==> src/rtl/game_pkg.sv <==
// Shared definitions for the tank game controller.
//   game_state_e  : top-level game phase (SELECT / FIGHT / OVER)
//   Key*          : USB HID keycodes the controller reacts to
//   TankW/H, Cooldown defaults and the tank-index wrap helper
package game_pkg;

  typedef enum logic [1:0] {
    StSelect = 2'b00,
    StFight  = 2'b01,
    StOver   = 2'b10
  } game_state_e;

  localparam logic [7:0] KeyA     = 8'h04;
  localparam logic [7:0] KeyD     = 8'h07;
  localparam logic [7:0] KeyRight = 8'h4F;
  localparam logic [7:0] KeyLeft  = 8'h50;
  localparam logic [7:0] KeyEnter = 8'h28;

  localparam int unsigned TankWDefault   = 70;
  localparam int unsigned TankHDefault   = 50;
  localparam int unsigned CooldownFrames = 30;

  // Step a sprite index up or down, wrapping within 0..last.
  function automatic logic [1:0] tank_step(input logic [1:0] cur, input logic up,
                                           input logic [1:0] last);
    if (up) begin
      return (cur >= last) ? 2'd0 : cur + 2'd1;
    end else begin
      return (cur == 2'd0) ? last : cur - 2'd1;
    end
  endfunction

endpackage

==> src/rtl/hit_detect.sv <==
// Combinational bullet-in-box test for one shooter/target pair.
//   tank_x, tank_y     : target tank top-left corner (10 bit)
//   bullet_x, bullet_y : bullet centre (10 bit)
//   hit                : bullet lies inside [0..TANK_W] x [0..TANK_H] of the tank
module hit_detect #(
  parameter int unsigned TANK_W = 70,
  parameter int unsigned TANK_H = 50
) (
  input  logic [9:0] tank_x,
  input  logic [9:0] tank_y,
  input  logic [9:0] bullet_x,
  input  logic [9:0] bullet_y,
  output logic       hit
);

  localparam logic signed [10:0] ExtW = 11'(TANK_W);
  localparam logic signed [10:0] ExtH = 11'(TANK_H);

  logic signed [10:0] dx;
  logic signed [10:0] dy;

  // Zero-extend to 11 bits so the difference sign is meaningful.
  assign dx = $signed({1'b0, bullet_x}) - $signed({1'b0, tank_x});
  assign dy = $signed({1'b0, bullet_y}) - $signed({1'b0, tank_y});

  assign hit = !dx[10] && (dx <= ExtW) && !dy[10] && (dy <= ExtH);

endmodule

==> src/rtl/game_state_ctrl.sv <==
// Game phase controller: tank selection, fight with life tracking, game-over hold.
//   Clk, Reset_n            : clock, asynchronous active-low reset
//   frame_tick              : one-cycle pulse per video frame
//   keycode                 : current HID keycode (0 = none)
//   TankX/Y_A/B, BulletX/Y_A/B : sprite positions
//   currentState            : 00 SELECT, 01 FIGHT, 10 OVER
//   currentTank_A/B, lives_A/B, hit_A/B, winner : game status outputs
// Optional feature: define HIT_COOLDOWN_EN to ignore repeat hits on a tank for
// 30 frames after each hit.
module game_state_ctrl
  import game_pkg::*;
#(
  parameter int unsigned LIVES       = 3,
  parameter int unsigned NUM_TANKS   = 3,
  parameter int unsigned OVER_FRAMES = 120,
  parameter int unsigned TANK_W      = TankWDefault,
  parameter int unsigned TANK_H      = TankHDefault
) (
  input  logic       Clk,
  input  logic       Reset_n,
  input  logic       frame_tick,
  input  logic [7:0] keycode,
  input  logic [9:0] TankX_A,
  input  logic [9:0] TankY_A,
  input  logic [9:0] TankX_B,
  input  logic [9:0] TankY_B,
  input  logic [9:0] BulletX_A,
  input  logic [9:0] BulletY_A,
  input  logic [9:0] BulletX_B,
  input  logic [9:0] BulletY_B,
  output logic [1:0] currentState,
  output logic [1:0] currentTank_A,
  output logic [1:0] currentTank_B,
  output logic [1:0] lives_A,
  output logic [1:0] lives_B,
  output logic       hit_A,
  output logic       hit_B,
  output logic       winner
);

  localparam logic [1:0]  LivesInit = 2'(LIVES);
  localparam logic [1:0]  TankLast  = 2'(NUM_TANKS - 1);
  localparam int unsigned OverCntW  = $clog2(OVER_FRAMES + 1);
  localparam logic [OverCntW-1:0] OverLast = OverCntW'(OVER_FRAMES);

  game_state_e         state_q, state_d;
  logic [7:0]          key_q;
  logic [1:0]          tank_a_q, tank_a_d, tank_b_q, tank_b_d;
  logic [1:0]          lives_a_q, lives_a_d, lives_b_q, lives_b_d;
  logic                hit_a_q, hit_a_d, hit_b_q, hit_b_d;
  logic                winner_q, winner_d;
  logic [OverCntW-1:0] over_cnt_q, over_cnt_d, over_cnt_inc;
  logic                key_press;
  logic                hit_on_a, hit_on_b;

`ifdef HIT_COOLDOWN_EN
  localparam logic [4:0] CdLoad = 5'(CooldownFrames - 1);
  logic [4:0] cd_a_q, cd_a_d, cd_b_q, cd_b_d;
`endif

  // Bullet B against tank A, bullet A against tank B.
  hit_detect #(.TANK_W(TANK_W), .TANK_H(TANK_H)) u_hit_on_a (
    .tank_x  (TankX_A),
    .tank_y  (TankY_A),
    .bullet_x(BulletX_B),
    .bullet_y(BulletY_B),
    .hit     (hit_on_a)
  );

  hit_detect #(.TANK_W(TANK_W), .TANK_H(TANK_H)) u_hit_on_b (
    .tank_x  (TankX_B),
    .tank_y  (TankY_B),
    .bullet_x(BulletX_A),
    .bullet_y(BulletY_A),
    .hit     (hit_on_b)
  );

  // A held key only registers on its first cycle.
  assign key_press    = (keycode != 8'h00) && (keycode != key_q);
  assign over_cnt_inc = over_cnt_q + OverCntW'(1);

  always_comb begin
    state_d    = state_q;
    tank_a_d   = tank_a_q;
    tank_b_d   = tank_b_q;
    lives_a_d  = lives_a_q;
    lives_b_d  = lives_b_q;
    hit_a_d    = 1'b0;
    hit_b_d    = 1'b0;
    winner_d   = winner_q;
    over_cnt_d = over_cnt_q;
`ifdef HIT_COOLDOWN_EN
    cd_a_d     = cd_a_q;
    cd_b_d     = cd_b_q;
`endif

    case (state_q)
      StSelect: begin
        if (key_press) begin
          case (keycode)
            KeyA:     tank_a_d = tank_step(tank_a_q, 1'b0, TankLast);
            KeyD:     tank_a_d = tank_step(tank_a_q, 1'b1, TankLast);
            KeyLeft:  tank_b_d = tank_step(tank_b_q, 1'b0, TankLast);
            KeyRight: tank_b_d = tank_step(tank_b_q, 1'b1, TankLast);
            KeyEnter: begin
              state_d   = StFight;
              lives_a_d = LivesInit;
              lives_b_d = LivesInit;
`ifdef HIT_COOLDOWN_EN
              cd_a_d    = '0;
              cd_b_d    = '0;
`endif
            end
            default: ;
          endcase
        end
      end

      StFight: begin
        if (frame_tick) begin
`ifdef HIT_COOLDOWN_EN
          // Load 29 so the 30th following frame is the first accepted again.
          hit_a_d = hit_on_a && (cd_a_q == '0);
          hit_b_d = hit_on_b && (cd_b_q == '0);
          cd_a_d  = (cd_a_q != '0) ? cd_a_q - 5'd1 : (hit_a_d ? CdLoad : 5'd0);
          cd_b_d  = (cd_b_q != '0) ? cd_b_q - 5'd1 : (hit_b_d ? CdLoad : 5'd0);
`else
          hit_a_d = hit_on_a;
          hit_b_d = hit_on_b;
`endif
          lives_a_d = lives_a_q - {1'b0, hit_a_d};
          lives_b_d = lives_b_q - {1'b0, hit_b_d};
          if ((lives_a_d == 2'd0) || (lives_b_d == 2'd0)) begin
            state_d    = StOver;
            // Simultaneous knock-out resolves to A.
            winner_d   = (lives_a_d == 2'd0) && (lives_b_d != 2'd0);
            over_cnt_d = '0;
          end
        end
      end

      StOver: begin
        if (frame_tick) begin
          over_cnt_d = over_cnt_inc;
        end
        if ((frame_tick && (over_cnt_inc == OverLast)) ||
            (key_press && (keycode == KeyEnter))) begin
          state_d = StSelect;
        end
      end

      default: state_d = StSelect;
    endcase
  end

  always_ff @(posedge Clk or negedge Reset_n) begin
    if (!Reset_n) begin
      state_q    <= StSelect;
      key_q      <= 8'h00;
      tank_a_q   <= 2'd0;
      tank_b_q   <= 2'd1;
      lives_a_q  <= LivesInit;
      lives_b_q  <= LivesInit;
      hit_a_q    <= 1'b0;
      hit_b_q    <= 1'b0;
      winner_q   <= 1'b0;
      over_cnt_q <= '0;
`ifdef HIT_COOLDOWN_EN
      cd_a_q     <= '0;
      cd_b_q     <= '0;
`endif
    end else begin
      state_q    <= state_d;
      key_q      <= keycode;
      tank_a_q   <= tank_a_d;
      tank_b_q   <= tank_b_d;
      lives_a_q  <= lives_a_d;
      lives_b_q  <= lives_b_d;
      hit_a_q    <= hit_a_d;
      hit_b_q    <= hit_b_d;
      winner_q   <= winner_d;
      over_cnt_q <= over_cnt_d;
`ifdef HIT_COOLDOWN_EN
      cd_a_q     <= cd_a_d;
      cd_b_q     <= cd_b_d;
`endif
    end
  end

  assign currentState  = state_q;
  assign currentTank_A = tank_a_q;
  assign currentTank_B = tank_b_q;
  assign lives_A       = lives_a_q;
  assign lives_B       = lives_b_q;
  assign hit_A         = hit_a_q;
  assign hit_B         = hit_b_q;
  assign winner        = winner_q;

endmodule

==> config.mk <==
export PLATFORM = sky130hd
export DESIGN_NAME = game_state_ctrl
export DESIGN_NICKNAME = d
export VERILOG_FILES = /design/src/rtl/game_pkg.sv /design/src/rtl/hit_detect.sv /design/src/rtl/game_state_ctrl.sv
export SDC_FILE = /design/constraint.sdc
export NUM_CORES = 1
export LEC_CHECK = 0
export BUFFER_PORTS_ARGS = -buffer_cell sky130_fd_sc_hd__buf_2
export CAP_MARGIN = 20
export CORE_ASPECT_RATIO = 1.2
export CORE_MARGIN = 2
export CORE_UTILIZATION = 35
export CTS_CLUSTER_DIAMETER = 60
export DETAILED_ROUTE_END_ITERATION = 8
export GPL_TIMING_DRIVEN = 0
export PLACE_DENSITY = 0.7
export SYNTH_ARGS = -nofsm -noshare
export SYNTH_HDL_FRONTEND = slang
export SYNTH_SLANG_ARGS = --single-unit
==> constraint.sdc <==
create_clock -name Clk -period 1.7 [get_ports Clk]
set_input_delay 0.255 -clock Clk [delete_from_list [all_inputs] [get_ports Clk]]
set_output_delay 0.255 -clock Clk [all_outputs]
set_load 0.1 [all_outputs]
-- Word-level counts from Yosys, hierarchy flattened
Cells that the tools add are included.
- memory bits (read-only): 0
- memories: 0
- RAM bits: 0
- output and inout port bits: 13
- bits in latches: 0
- flip-flop bits (word level): 28
- magnitude comparators: 6
- multiply operators: 0
- equal/unequal tests: 15
- shifts and indexed selects: 0
- divide/modulo/power cells: 0
- reductions and logical operators: 33
- $add $sub $neg: 11
- bitwise operators: 0
- mux-type cells: 26
- operator list (cell ; number):
    $sub A10 B10 Y11 ; 4
    $mux W2 ; 13
    $le A11 B7 Y1 const B ; 2
    $le A11 B8 Y1 const B ; 2
    $mux W7 ; 3
    $eq A8 B3 Y1 const B ; 2
    $eq A8 B7 Y1 const B ; 2
    $pmux W2 S2 ; 4
    $pmux W7 S2 ; 1
    $ne A2 B2 Y1 const B ; 6
    $logic_and A1 B1 Y1 ; 10
    $logic_not A2 Y1 ; 5
    $reduce_bool A2 Y1 ; 5
    $reduce_and A3 Y1 ; 3
    $eq A8 B6 Y1 const B ; 1
    $ne A8 B8 Y1 ; 1
    $reduce_and A4 Y1 ; 2
    $reduce_bool A8 Y1 ; 1
    $add A7 B1 Y7 const B ; 1
    $eq A7 B7 Y1 const B ; 1
    $pmux W2 S3 ; 1
    $reduce_and A5 Y1 ; 1
    $add A2 B1 Y2 const B ; 2
    $ge A2 B2 Y1 const B ; 2
    7 further kinds ; 16

-- Logic depth before layout (Yosys ltp)
- depth after elaboration: 11
- gate-level depth with buffers: 18

-- By module
A second synthesis with hierarchy kept.
- cell total of the unflattened synthesis: 444
- area, all modules: 3601.0 µm²
- modules (own cells, without submodules) (module ; cells an instance ; area each (µm²) ; seq. area each (µm²) ; instances):
    game_state_ctrl ; 157 ; 1619.1 ; 706.9 ; 1
    hit_detect (u_hit_on_b) ; 143 ; 999.7 ; 0.0 ; 1
    hit_detect (u_hit_on_a) ; 144 ; 982.2 ; 0.0 ; 1

-- Least setup slack after synthesis
No wires, ideal clock.
- path type: input port to flip-flop
- from: input port BulletX_A[0]
- to: register over_cnt_q[3]
- library setup time: 95 ps
- arrival: 3448 ps
- stages: 18
- path buffers: 0
- path slack: -1844 ps
- path through: inv_1 ha_1 inv_1 fa_1 a211o_1 a221o_1 nor2_1 and4b_1 a41o_1 nor4_2 and3b_1 ha_1 nor2b_1 or2_2 nand2_1 and2_1 o21ai_0 o31ai_1
- cells in the longest elaborated chain, start to end: 10
- elaborated cells on any way between the ends: 11
- those cells by class: 2 x add/sub; 1 x order compare; 1 x eq/ne; 7 x reduce/logical
- ends and longest elaborated chain (what ; RTL line ; text):
    start: declaration ; game_state_ctrl.sv:27 ; input logic [9:0] BulletX_A,
    $sub A10 B10 Y11 * ; hit_detect.sv:23 ; assign dx = $signed({1'b0, bullet_x}) - $signed({1'b0, tank_x});
    $le A11 B8 Y1 / $logic_not A1 Y1 (equally long branches) ; hit_detect.sv:26 ; assign hit = !dx[10] && (dx <= ExtW) && !dy[10] && (dy <= ExtH);
    $logic_and A1 B1 Y1 * (3 in series) ; hit_detect.sv:26 ;
    $sub A2 B1 Y2 * ; game_state_ctrl.sv:132 ; lives_b_d = lives_b_q - {1'b0, hit_b_d};
    $logic_not A2 Y1 * ; game_state_ctrl.sv:133 ; if ((lives_a_d == 2'd0) || (lives_b_d == 2'd0)) begin
    $logic_or A1 B1 Y1 * ; game_state_ctrl.sv:133 ;
    $ne A2 B2 Y1 (no source line) * ; - ;
    $reduce_and A4 Y1 (no source line) * ; - ;
    end signal: assignment ; game_state_ctrl.sv:182 ; over_cnt_q <= over_cnt_d;
    end: declaration ; game_state_ctrl.sv:52 ; logic [OverCntW-1:0] over_cnt_q, over_cnt_d, over_cnt_inc;
Every way passes the cells marked *; elsewhere a longest branch is shown, timed or not.
A chain may end at the register's enable or synchronous reset.

-- Worst setup path after layout
Ends and elaborated chain as after synthesis.

==> qor.csv <==
metric,value,unit
WS Path Type,primary input to register,
FMAX,0.2839,GHz
CP Max Fanout,4,
vias in the first global route,3547,
"Top FF cell, synth",dfrtp_1,
initial antenna violation count,0,
final setup fails,19,
VDD IR max,0.3358,mV
Final ANT Viol Nets,0,
Post-DP HPWL,6922,um
"Arr. time, crit path",3.69,ns
post-synthesis cell count,435,
Critical path buffers and inverters,5,
Fin Hold WS,-0.001399,ns
"FF+latch count, synth",28,
share of layout cells above drive strength 1,33.45,%
DRC viols,0,
CTS hold repair buffers,0,
PD cells,589.5,nW/um^2
Synth async-reset ratio,100.0,%
IO Pins,104,
die height,113.9,um
"Cell Count, Final, Fillers Out",685,
slew at the pin with the worst max-slew slack,0.7564,ns
dpl cells,664,
pins over their slew limit,0,
delay of the slowest critical-path stage,0.37,ns
slowest CP cell,a221o_1,
Area Overhead vs Synth,34.12,%
H-tree levels,1,
failing checks,"hold timing, setup timing",
Hold Crit Class,primary input to async pin,
Tot GR Track Use,15.24,%
Routed WL per cell,12.74,um
Worst-Skew Late Latency,0.27,ns
crit start category,primary input,
P_leak,2.287,nW
Crit path required time,1.86,ns
worst clock skew,0.005377,ns
PortBufs,103,
setup ws final,-1.822,ns
Hold Fails Final Rpt,1,
largest area contributor in the netlist,ha_1,
Core Region,9910,sq um
Total Routed Length,8730,um
"Reg clk slew, reported paths",0.07,ns
Yosys cell types,68,
syn_nets,580,
Post-synth EDFFs,0,
CTS root buf,clkbuf_16,
Power Total,0.002783,W
routability cong.,0.8486,
RSZ-0062 raised after global routing,yes,
yosys warns,0,
Relative slew margins,49.11,%
Ant. Diodes,0,
CTS tree,built,
largest net degree at the start of global routing,29,
clock buffer count from CTS,3,
crit path time final,3.522,ns
sequential area share after synthesis,20.08,%
Sink Count,28,
drt pass-1 iters,4,
Die Wd,95.56,um
crit path cell chain,"buf_12, inv_12, ha_4, inv_2, fa_2, a211o_1, a221o_1, buf_6, buf_6, a41oi_2, nand4_1, nor4_2, and3b_2, ha_4, nor2b_4, or2_4, nand2_4, and2_4, o21ai_2, o31ai_1",
"count leader, synth",inv_1,
via count,3636,
initial drt markers,133,
synthesized cell area,3521,sq um
syn_area_per_cell,8.094,sq um
Tcrit/Tclk final,207.2,%
first-pass GRT wire length,14100,um
Post-layout nets,705,
row count,40,
via density per instance,5.308,
aggregate global routing overflow,0,
synth top area cells,"ha_1, dfrtp_1, inv_1, a21oi_1, xor2_1",
full die area,10880,sq um
CTS Buffer Depth,2,
status,"finished, violations left",
MaxCap Viol Count,0,
area share of the largest cell type after synthesis,17.77,%
Post-synth top cells,"inv_1, ha_1, a21oi_1",
Worst Setup End Kind,register,
"Core Util, Final",47.65,%
family with the most delay on the worst path,simple AND/OR/NAND/NOR gates,
Initial Util,35.53,%
## where the power goes
group / switching [W] / internal, W
registers: 0.0000856 / 0.000728
clock network: 0.000232 / 0.000469
logic: 0.000693 / 0.000576
total: 0.00101 / 0.00177
## through the flow
step	setup slack, ns	TNS [ns]	cell area, sq um	hold WS (ns)
4_1_cts	-1.745	-21.49	4576	0.02446
3_3_place_gp	-2.112	-27.42	4299	0.3043
6_report	-1.822	-22.61	4722	-0.001399
3_5_place_dp	-2.182	-28.15	4299	0.3132
2_1_floorplan	-1.669	-20.22	3626	-0.04059
5_1_grt	-1.904	-24.42	4722	0.05185
## cells by family after synthesis
group	Yosys count	synth area share, %
AOI/OAI and AO/OA	124	24.06
xor gates and xnor gates	26	6.467
adders and majority gates	54	20.04
buffers and inverters	66	7.036
DFF	28	20.08
muxes	7	2.061
and+or+nand+nor	130	20.26
## worst reg2reg max path, cell delays in order (launching register included)
cell	delay, ns
dfrtp_1	0.38
xor2_1	0.18
nor4_2	0.08
a22o_1	0.23
or3_4	0.34
or3_4	0.40
a211oi_2	0.15
a21o_1	0.10
## final timing paths
check                                startpoint               end  slack [ns]  cells past startpoint
worst max-delay path               BulletX_A[0]     over_cnt_q[3]       -1.82                     20
worst min-delay path                    Reset_n  currentTank_A[1]      -0.001                      1
worst max register to register         key_q[4]  currentTank_A[1]       -0.21                      7
worst min register to register  currentState[1]   currentState[0]        0.49                      1
max in group asynchronous               Reset_n  currentTank_B[1]        1.26                      1
min in group Clk                     keycode[7]          key_q[7]        0.15                      1
## layout by cell type (no fill, tap or decap), types with 5 or more instances in the layout
cell type,n
nor4_1,6
xor2_1,16
nor3_1,11
buf_2,101
ha_1,43
a21oi_1,27
nor2b_1,8
nand2_1,24
inv_1,56
o21a_1,5
dfrtp_1,20
o21ai_1,8
mux2i_1,5
nor2_1,20
xnor2_1,10
dfstp_2,5
buf_4,14
a21oi_2,5
a21o_1,7
o21ai_0,14
ha_4,5
nand3_1,12
## state kept, by name, summed over array words and instances (netlist names)
name	flops
hit_A	1
hit_B	1
currentTank_B	2
winner	1
lives_B	2
key_q	8
currentTank_A	2
lives_A	2
over_cnt_q	7
currentState	2
## routing by layer
| layer | global-route usage [%] | up-vias | part of all wire, % |
|---|---|---|---|
| met5 | 0 | - | 0 |
| met4 | 4.667 | 0 | 0.97 |
| met3 | 1.123 | 11 | 5.6 |
| met2 | 29.93 | 113 | 53 |
| met1 | 16.91 | 1690 | 41 |
| li1 | - | 1822 | - |
## timing repair
| item | 4_1_cts | 5_1_grt |
|---|---|---|
| pin swaps | 23 | 23 |
| setup buffers | 11 | 6 |
| resized for setup | 26 | 24 |
| endpoints found under the setup margin | 19 | 20 |
## cell type report
cell class                 count  area, sq um
buffer                         4        15.01
clock buffer                   3        75.07
clock inverter                 1        30.03
fill                         927         5187
inverter                      62        257.7
multi-input combinational    341         2796
sequential                    28        710.7
tap                          126        157.7
timing repair buffer         120        679.4
Power figures use the tool's default switching activity.
